===== src/rtl/map_probe_arbiter.sv =====
// Shares the map ROM between the display path and two tank collision probes.
// Returns one verdict per probe. The display preempts probe reads, and a probe only issues a read while vid_active is low.
module map_probe_arbiter #(
  parameter int SCREEN_W  = 640,
  parameter int SCREEN_H  = 480,
  parameter int TANK_SIZE = 32,
  parameter int ROM_LAT   = 1
) (
  input  logic        clk_25m,
  input  logic        rst,
  input  logic        vid_active,
  input  logic [18:0] vid_addr,
  input  logic [1:0]  req,
  input  logic [9:0]  pos_x0,
  input  logic [9:0]  pos_y0,
  input  logic [9:0]  pos_x1,
  input  logic [9:0]  pos_y1,
  output logic [18:0] map_addr,
  input  logic [7:0]  map_data,
  output logic [1:0]  ack,
  output logic        blocked
);

  localparam logic [2:0] ST_IDLE  = 3'd0;
  localparam logic [2:0] ST_CHECK = 3'd1;
  localparam logic [2:0] ST_ISSUE = 3'd2;
  localparam logic [2:0] ST_WAIT  = 3'd3;
  localparam logic [2:0] ST_RESP  = 3'd4;

  localparam int WCW = (ROM_LAT > 1) ? $clog2(ROM_LAT) : 1;

  logic [2:0]     state;
  logic           grant;
  logic           last_grant;
  logic           hit;
  logic [9:0]     px;
  logic [9:0]     py;
  logic [1:0]     idx;
  logic [WCW-1:0] wcnt;
  logic [18:0]    probe_addr;

  logic           pick;
  logic [10:0]    far_x;
  logic [10:0]    far_y;
  logic           oob;
  logic [10:0]    cx;
  logic [10:0]    cy;
  logic [18:0]    corner_addr;
  logic           wait_last;
  logic           rom_hit;
  logic [1:0]     grant_onehot;

  // On a tie the requester that was not served last wins.
  assign pick = (req == 2'b11) ? ~last_grant : req[1];

  // Far edges are 11 bits wide so that a wrapped coordinate still reads as out of bounds.
  assign far_x = {1'b0, px} + 11'(TANK_SIZE - 1);
  assign far_y = {1'b0, py} + 11'(TANK_SIZE - 1);
  assign oob   = (far_x >= 11'(SCREEN_W)) || (far_y >= 11'(SCREEN_H));

  assign cx          = idx[0] ? far_x : {1'b0, px};
  assign cy          = idx[1] ? far_y : {1'b0, py};
  assign corner_addr = 19'(cy) * 19'(SCREEN_W) + 19'(cx);

  assign wait_last    = (wcnt == WCW'(ROM_LAT - 1));
  assign rom_hit      = (map_data != 8'd0);
  assign grant_onehot = grant ? 2'b10 : 2'b01;

  // Display path is purely combinational; the corner address is shown during ISSUE itself.
  assign map_addr = vid_active ? vid_addr :
                    (state == ST_ISSUE) ? corner_addr : probe_addr;

  always_ff @(posedge clk_25m) begin
    if (rst) begin
      state      <= ST_IDLE;
      grant      <= 1'b0;
      last_grant <= 1'b1;
      hit        <= 1'b0;
      px         <= 10'd0;
      py         <= 10'd0;
      idx        <= 2'd0;
      wcnt       <= '0;
      probe_addr <= 19'd0;
      ack        <= 2'b00;
      blocked    <= 1'b0;
    end else begin
      ack     <= 2'b00;
      blocked <= 1'b0;
      case (state)
        ST_IDLE: begin
          if (req != 2'b00) begin
            grant      <= pick;
            last_grant <= pick;
            px         <= pick ? pos_x1 : pos_x0;
            py         <= pick ? pos_y1 : pos_y0;
            hit        <= 1'b0;
            state      <= ST_CHECK;
          end
        end
        ST_CHECK: begin
          if (oob) begin
            hit     <= 1'b1;
            ack     <= grant_onehot;
            blocked <= 1'b1;
            state   <= ST_RESP;
          end else begin
            idx   <= 2'd0;
            state <= ST_ISSUE;
          end
        end
        ST_ISSUE: begin
          if (!vid_active) begin
            probe_addr <= corner_addr;
            wcnt       <= '0;
            state      <= ST_WAIT;
          end
        end
        ST_WAIT: begin
          // The read is already in flight, so display traffic here does not disturb it.
          if (wait_last) begin
            hit <= hit | rom_hit;
            if (idx == 2'd3) begin
              ack     <= grant_onehot;
              blocked <= hit | rom_hit;
              state   <= ST_RESP;
            end else begin
              idx   <= idx + 2'd1;
              state <= ST_ISSUE;
            end
          end else begin
            wcnt <= wcnt + WCW'(1);
          end
        end
        ST_RESP: begin
          state <= ST_IDLE;
        end
        default: begin
          state <= ST_IDLE;
        end
      endcase
    end
  end

endmodule


===== config.mk =====
export PLATFORM = sky130hd
export DESIGN_NAME = map_probe_arbiter
export DESIGN_NICKNAME = d
export VERILOG_FILES = /design/src/rtl/map_probe_arbiter.sv
export SDC_FILE = /design/constraint.sdc
export NUM_CORES = 1
export LEC_CHECK = 0
export BUFFER_PORTS_ARGS = -buffer_cell sky130_fd_sc_hd__buf_2
export CORE_ASPECT_RATIO = 0.6
export CORE_MARGIN = 4
export CORE_UTILIZATION = 40
export DETAILED_ROUTE_END_ITERATION = 10
export GPL_ROUTABILITY_DRIVEN = 0
export PLACE_DENSITY = 0.63
export REMOVE_ABC_BUFFERS = 1
export SYNTH_ARGS = -nofsm -noshare
export SYNTH_HDL_FRONTEND = slang
export SYNTH_SLANG_ARGS = --single-unit

===== constraint.sdc =====
create_clock -name clk_25m -period 4.1 [get_ports clk_25m]
set_input_delay 0.82 -clock clk_25m [delete_from_list [all_inputs] [get_ports clk_25m]]
set_output_delay 0.82 -clock clk_25m [all_outputs]
set_load 0.05 [all_outputs]

==> results.yml, run 1 <==
outcome:
  status: "finished, violations left"
  violations: "negative setup slack"
hold_path:
  worstHoldStart: "probe_addr[17]$_SDFFE_PP0P_"
  worstHoldPathType: "flip-flop to flip-flop"
sta:
  skew_ns: 0.00936
  maxSlewHeadroom_pct: 52.8
  worstMarginPinSlew_ns: 0.708
  finalCritPeriodShare_pct: 109
  period_needed_ns: 4.48
  fin_ws_ns: -0.379
  hold_viol: 0
  max_freq_mhz: 223
  drv_slew: 0
  setup_violations: 6
  grt_setup_unrepaired: "true"
  whs_ns: 0.453
job:
  maxCapViolations: 0
synth:
  synth-seq-cells: 50
  ys_seq_area_share_pct: 26.8
  netlist_area_um2: 3740
  synth_cell_type_count: 61
  syn_avg_cell_area_um2: 7.82
  synthCells: 478
  yosysWarningCount: 0
  synth_edf_count: 0
  synth_flop_cell: "dfxtp_1"
  async_flop_share_pct: 0
cells_and_area:
  n_antenna_cell: 0
  multi_input_area_um2: 2950
  ff_latch_area_um2: 1020
  final_common_cell: "buf_2"
  stdcell_area_um2: 5330
  final_cell_mix: "buf_2 (86), nor2_1 (65), buf_4 (64)"
  fin_cells: 727
  syn_to_final_growth_pct: 42.7
  layout.nets: 710
  fillerInstances: 768
  drive_gt1_share_pct: 39.5
power:
  power.internal_w: 0.00183
  ir_drop_v: 0.000266
  power_frac_seq_pct: 21.9
  pwr-share-comb_pct: 64.7
  p_leak_nw: 2.29
  p_sw_share_pct: 43.3
  p_per_area_nw_per_um2: 605
  p_clk_share_pct: 13.5
  total_power_w: 0.00322
  netSwitchingPower_w: 0.00140
clock_network:
  clkSinkCount: 50
  clk_pin_slew_ns: 0.07
  h-tree-depth: 2
  cts_buffer_depth: 2
  cts_buffers: 5
  clock-root-buffer: "clkbuf_16"
  cts_tree: "done"
  clk_latency_ns: 0.30
route:
  ant_nets: 0
  wire_per_inst_um: 14.2
  vias_per_cell: 5.31
  drt_iter0_drc: 161
  wl_um: 10300
  firstDrtPassIters: 4
  vias: 3859
  drc: 0
floorplanning:
  coreArea_um2: 8780
  die_y_um: 82.9
  die_area_um2: 11000
  initial_core_util_pct: 42.5
  die_x_um: 133
  rows: 26
  io-pin-count: 94
placement:
  dp_cells: 694
  dp_hpwl_um: 7550
  dp_slack_ns: -0.230
  postPlaceCellArea_um2: 4530
  portBuffers: 93
setup_path:
  cp_slowest_stage_delay_ns: 0.37
  end_kind: "output port"
  worstPathRequired_ns: 3.28
  critical_path_class: "flip-flop to output port"
  worst_ep_arrival_time_ns: 3.66
  cp_slowest_cell: "dfxtp_4"
  critPathMaxFanout: 4
  crit_family: "compound AO/OA/AOI/OAI gates"
  r2r-start: "py[2]$_SDFFE_PP0P_"
  path_buf_inv: 3
  path_cells: "nor3_2, buf_4, nand2_2, nand2_2, nor2_1, mux2_2, xnor2_1, ha_1, buf_4, o21a_1, o21a_1, o22ai_2, xor2_2, and4bb_1, xnor2_1, o21ai_1, buf_6"
  cp-startpoint: "py[2]$_SDFFE_PP0P_"
  startpoint_type: "flip-flop"
grt:
  grt_max_degree: 41
  grt_overflow: 0
  grt_pass1_wl_um: 17300
  grt_pass1_vias: 3841
  antenna_found_initial: 0
  groute.usage.overall_pct: 18.2
==> layer usage <==
| layer | wire length (um) | track usage, % | vias up | part of all wire [%] |
|---|---|---|---|---|
| met5 | 0 | 0 | - | 0 |
| met3 | 446 | 3.74 | 13 | 4.3 |
| met4 | 91 | 2.64 | 0 | 0.88 |
| li1 | - | - | 1979 | - |
| met2 | 4990 | 31.3 | 87 | 48 |
| met1 | 4800 | 24.0 | 1780 | 46 |
==> worst min-delay path: stages (launching register included) <==
cell and delay, ns:
dfxtp_1 0.31, nand2_1 0.05, a21oi_1 0.05
==> state kept, by name, indices dropped and copies added (netlist names) <==
name,flops
last_grant,1
grant,1
blocked,1
px,10
hit,1
py,10
ack,2
state,3
probe_addr,19
idx,2
==> layout make-up <==
type / count / area share (%)
multi-input cells: 383 / 55.3
clock inverters: 3 / 0.493
clock buffers: 5 / 2.35
well taps: 112 / 2.63
repair buffers: 159 / 19.0
inverters: 15 / 1.10
flip-flops and latches: 50 / 19.2
==> timing repair <==
action,4_1_cts,5_1_grt
endpoints found under the setup margin,7,8
hold buffers,0,0
pin swaps,38,34
resized for setup,63,40
buffers inserted,13,12
==> final timing paths <==
path	end	slack (ns)	cells after the start
setup / recovery	map_addr[18]	-0.38	17
hold / removal	probe_addr[17]$_SDFFE_PP0P_	0.45	2
setup reg to reg	probe_addr[18]$_SDFFE_PP0P_	0.77	16
hold reg to reg	probe_addr[17]$_SDFFE_PP0P_	0.45	2
==> synth_stat cells (2+ instances only) <==
| master | n | share of area (%) |
|---|---|---|
| nor3_1 | 13 | 1.7 |
| clkbuf_1 | 25 | 2.5 |
| dfxtp_1 | 50 | 27 |
| nor3b_1 | 5 | 1.0 |
| nor2b_1 | 5 | 0.84 |
| ha_1 | 22 | 7.4 |
| and2_1 | 4 | 0.67 |
| nor4_1 | 2 | 0.33 |
| xnor2_1 | 22 | 5.2 |
| and3_1 | 2 | 0.33 |
| a21oi_1 | 31 | 4.2 |
| mux2i_1 | 28 | 7.5 |
| inv_1 | 14 | 1.4 |
| nand4_1 | 5 | 0.84 |
| o22ai_1 | 3 | 0.50 |
| a21o_1 | 4 | 0.80 |
| o311ai_2 | 2 | 0.87 |
| o21ai_1 | 3 | 0.40 |
| o21a_1 | 3 | 0.60 |
| buf_1 | 2 | 0.20 |
| a211oi_1 | 34 | 6.8 |
| buf_2 | 2 | 0.27 |
| nor2_1 | 69 | 6.9 |
| nand2_1 | 37 | 3.7 |
| fa_1 | 2 | 1.1 |
| nand2b_1 | 7 | 1.2 |
| o31ai_1 | 3 | 0.60 |
| o21ai_0 | 18 | 2.4 |
| nand3_1 | 12 | 1.6 |
| a31oi_1 | 2 | 0.33 |
| a221oi_1 | 2 | 0.47 |
| a21boi_1 | 3 | 0.60 |
| xor2_1 | 14 | 3.3 |
==> stage by stage <==
| step | util, % | TNS [ns] |
|---|---|---|
| global placement | 51.6 | -0.419 |
| finish | 60.7 | -1.70 |
| global route | 60.7 | -2.94 |
| floorplan | - | -2.92 |
| CTS | 57.6 | -1.29 |
| detailed placement | 51.6 | -0.995 |
==> power by group through the flow <==
stage / Sequential, W / Combinational, W / Clock [W]
after floorplan: 0.000691 / 0.00102 / 0
after global placement: 0.000689 / 0.00150 / 0
after detailed placement: 0.000695 / 0.00154 / 0
after CTS: 0.000695 / 0.00184 / 0.000444
after global routing: 0.000722 / 0.00228 / 0.000465
final: 0.000706 / 0.00209 / 0.000434
==> logic make-up (layout without fill, tap and decap cells) <==
group	Yosys count	after routing	share of synthesized area, %
xor gates and xnor gates	36	36	8.44
buffers and inverters	45	182	4.69
adders and majority gates	24	24	8.44
and+or+nand+nor	174	174	22.2
AOI/OAI and AO/OA	120	120	21.7
muxes	29	29	7.80
DFF	50	50	26.8
Note: power is estimated with default switching activity, not from simulation.
==> run 2: changes to the inputs <==
- ABC_AREA: default -> 1
==> results.yml, run 2 <==
route:
  wl_um: 10800
  wire_per_inst_um: 13.8
  drt_iter0_drc: 196
  firstDrtPassIters: 4
  vias_per_cell: 5.27
  ant_nets: 0
  vias: 4145
  drc: 0
power:
  total_power_w: 0.00256
  power_frac_seq_pct: 25.4
  p_clk_share_pct: 17.3
  p_sw_share_pct: 45.1
  p_per_area_nw_per_um2: 500
  pwr-share-comb_pct: 57.3
  ir_drop_v: 0.000272
  power.internal_w: 0.00140
  p_leak_nw: 2.29
  netSwitchingPower_w: 0.00115
sta:
  fin_ws_ns: 0.0323
  maxSlewHeadroom_pct: 41.3
  finalCritPeriodShare_pct: 99.2
  grt_setup_unrepaired: "true"
  hold_viol: 0
  period_needed_ns: 4.07
  skew_ns: 0.00548
  worstMarginPinSlew_ns: 0.880
  max_freq_mhz: 246
  setup_violations: 0
  whs_ns: 0.439
  drv_slew: 0
  fin_tns_setup_ns: 0
cells_and_area:
  layout.nets: 770
  syn_to_final_growth_pct: 38.5
  drive_gt1_share_pct: 36.4
  final_common_cell: "nand2_1"
  stdcell_area_um2: 5110
  largest_reg_flops: 19
  regMostFlops: "probe_addr"
  final_cell_mix: "nand2_1 (148), buf_2 (88), a21oi_1 (59)"
  reg.largest.list: "probe_addr: 19 flops, px: 10 flops, py: 10 flops"
  n_antenna_cell: 0
synth:
  synthCells: 566
  syn_avg_cell_area_um2: 6.52
  synth.most_common_cell: "nand2_1"
  yosysWarningCount: 0
  netlist.area_leader.share_pct: 27.1
  synth_flop_cell: "dfxtp_1"
  yosys-top-cells-count: "nand2_1 (160), a21oi_1 (65), inv_1 (60)"
  synth_cell_type_count: 37
  synth-seq-cells: 50
  yosys.area.top_type: "dfxtp_1"
  synth_edf_count: 0
  async_flop_share_pct: 0
  synthTopCellsByArea: "dfxtp_1 (27%), nand2_1 (16%), a21oi_1 (8.8%), ha_1 (7.5%), nand3_1 (7.1%)"
  netlist_area_um2: 3690
  ys_seq_area_share_pct: 27.1
grt:
  grt_overflow: 0
  grt.met2_usage_pct: 32.0
  grt_pass1_wl_um: 17500
  grt.busiest_layer: "met2"
  use_met1_pct: 26.9
  grt_pass1_vias: 3919
  met3_usage_pct: 4.00
  groute.usage.overall_pct: 19.4
  grt_max_degree: 44
  antenna_found_initial: 0
clock_network:
  clk_pin_slew_ns: 0.07
  cts_tree: "done"
  cts_buffer_depth: 2
  h-tree-depth: 2
  cts.hold.buffers_added: 0
  clk_latency_ns: 0.30
  clkSinkCount: 50
  clock-root-buffer: "clkbuf_16"
  cts_buffers: 5
setup_path:
  cp_slowest_stage_delay_ns: 0.45
  cp_slowest_cell: "fa_2"
  startpoint_type: "flip-flop"
  ff2ff_setup_slack_ns: 1.18
  path_buf_inv: 3
  critical_path_class: "flip-flop to output port"
  cp_common_cell: "nand3_2"
  critPathMaxFanout: 4
  worst_ep_arrival_time_ns: 3.25
  end_kind: "output port"
  path_cells: "inv_4, ha_4, nand3_1, o21ai_2, o21ai_4, ha_4, inv_1, fa_2, nor2_2, nand3_1, nand3_2, nand2_2, nor2_4, nand3_4, nor2_1, nand2_1, nand2_1, nand3_2, nand3_2, buf_6"
  crit_family: "simple AND/OR/NAND/NOR gates"
  worstPathRequired_ns: 3.28
floorplanning:
  io-pin-count: 94
  die_y_um: 82.4
  die_area_um2: 10900
  coreArea_um2: 8750
  initial_core_util_pct: 42.2
  die_x_um: 132
  rows: 26
job:
  maxCapViolations: 0
placement:
  portBuffers: 93
  dp_slack_ns: -0.0199
  postPlaceCellArea_um2: 4310
  dp_hpwl_um: 7850
outcome:
  status: "finished clean"
hold_path:
  worstHoldPathType: "flip-flop to flip-flop"
run 2: changes by cell type after synthesis, sizes merged, moves of 7 or more:
cell	before	now
nand2	37	169
inv	15	62
nand3	13	58
a21oi	31	68
a211oi	35	0
nor2	70	38
mux2i	28	0
xnor2	22	4
a221oi	2	17
nor3	13	1
clkbuf	25	17
xor2	14	6
nand2b	7	0
run 2: cells by family (layout without fill, tap and decap cells):
kind of cell             Yosys count  count (layout)  synth area share [%]
flip-flops                        50              50                  27.1
AO/OA/AOI/OAI                    112             112                  17.8
buffers and inverters             85             194                  8.88
adder cells (fa/ha/maj)           24              24                  8.54
XOR/XNOR                          10              10                  2.58
AND/OR/NAND/NOR                  285             285                  35.1
run 2: metal layers:
| layer | share of wire [%] | vias up |
|---|---|---|
| met3 | 6.4 | 9 |
| met1 | 49 | 1915 |
| li1 | - | 2106 |
| met2 | 44 | 115 |
| met4 | 0.92 | 0 |
| met5 | 0 | - |
run 2: timing repair:
action / in CTS / in global routing
gates resized for setup: 44 / 85
setup buffers: 5 / 12
setup endpoints to repair: 6 / 7
endpoints found under the hold margin: 0 / 0
pin swaps: 10 / 42
run 2: per-stage QoR:
step / util (%) / instances
finish: 58.4 / 787
global route: 58.4 / 787
CTS: 53.3 / 775
detailed placement: 49.3 / 762
global placement: 49.3 / 762
floorplan: - / 543
run 2: final cells by class:
type | instances | area, um^2
Inverter | 62 | 246
Multi-Input combinational cell | 431 | 2820
Fill cell | 816 | 3640
Timing Repair Buffer | 124 | 733
Clock inverter | 2 | 16.3
Sequential cell | 50 | 1020
Tap cell | 112 | 140
Clock buffer | 6 | 139
run 2: final timing paths:
kind,start,endpoint,depth (start not counted)
worst max register to register,py[1]$_SDFFE_PP0P_,probe_addr[18]$_SDFFE_PP0P_,19
worst max-delay path,py[1]$_SDFFE_PP0P_,map_addr[18],20
worst min-delay path,grant$_SDFFE_PP0P_,ack[0]$_SDFF_PP0_,1
worst min register to register,grant$_SDFFE_PP0P_,ack[0]$_SDFF_PP0_,1
run 2: power groups by stage:
stage	sequential (W)	combinational, W	clock, W
after floorplan	0.000636	0.000806	0
after global placement	0.000641	0.00107	0
after detailed placement	0.000642	0.00108	0
after CTS	0.000633	0.00121	0.000452
after global routing	0.000661	0.00162	0.000471
final	0.000651	0.00147	0.000442
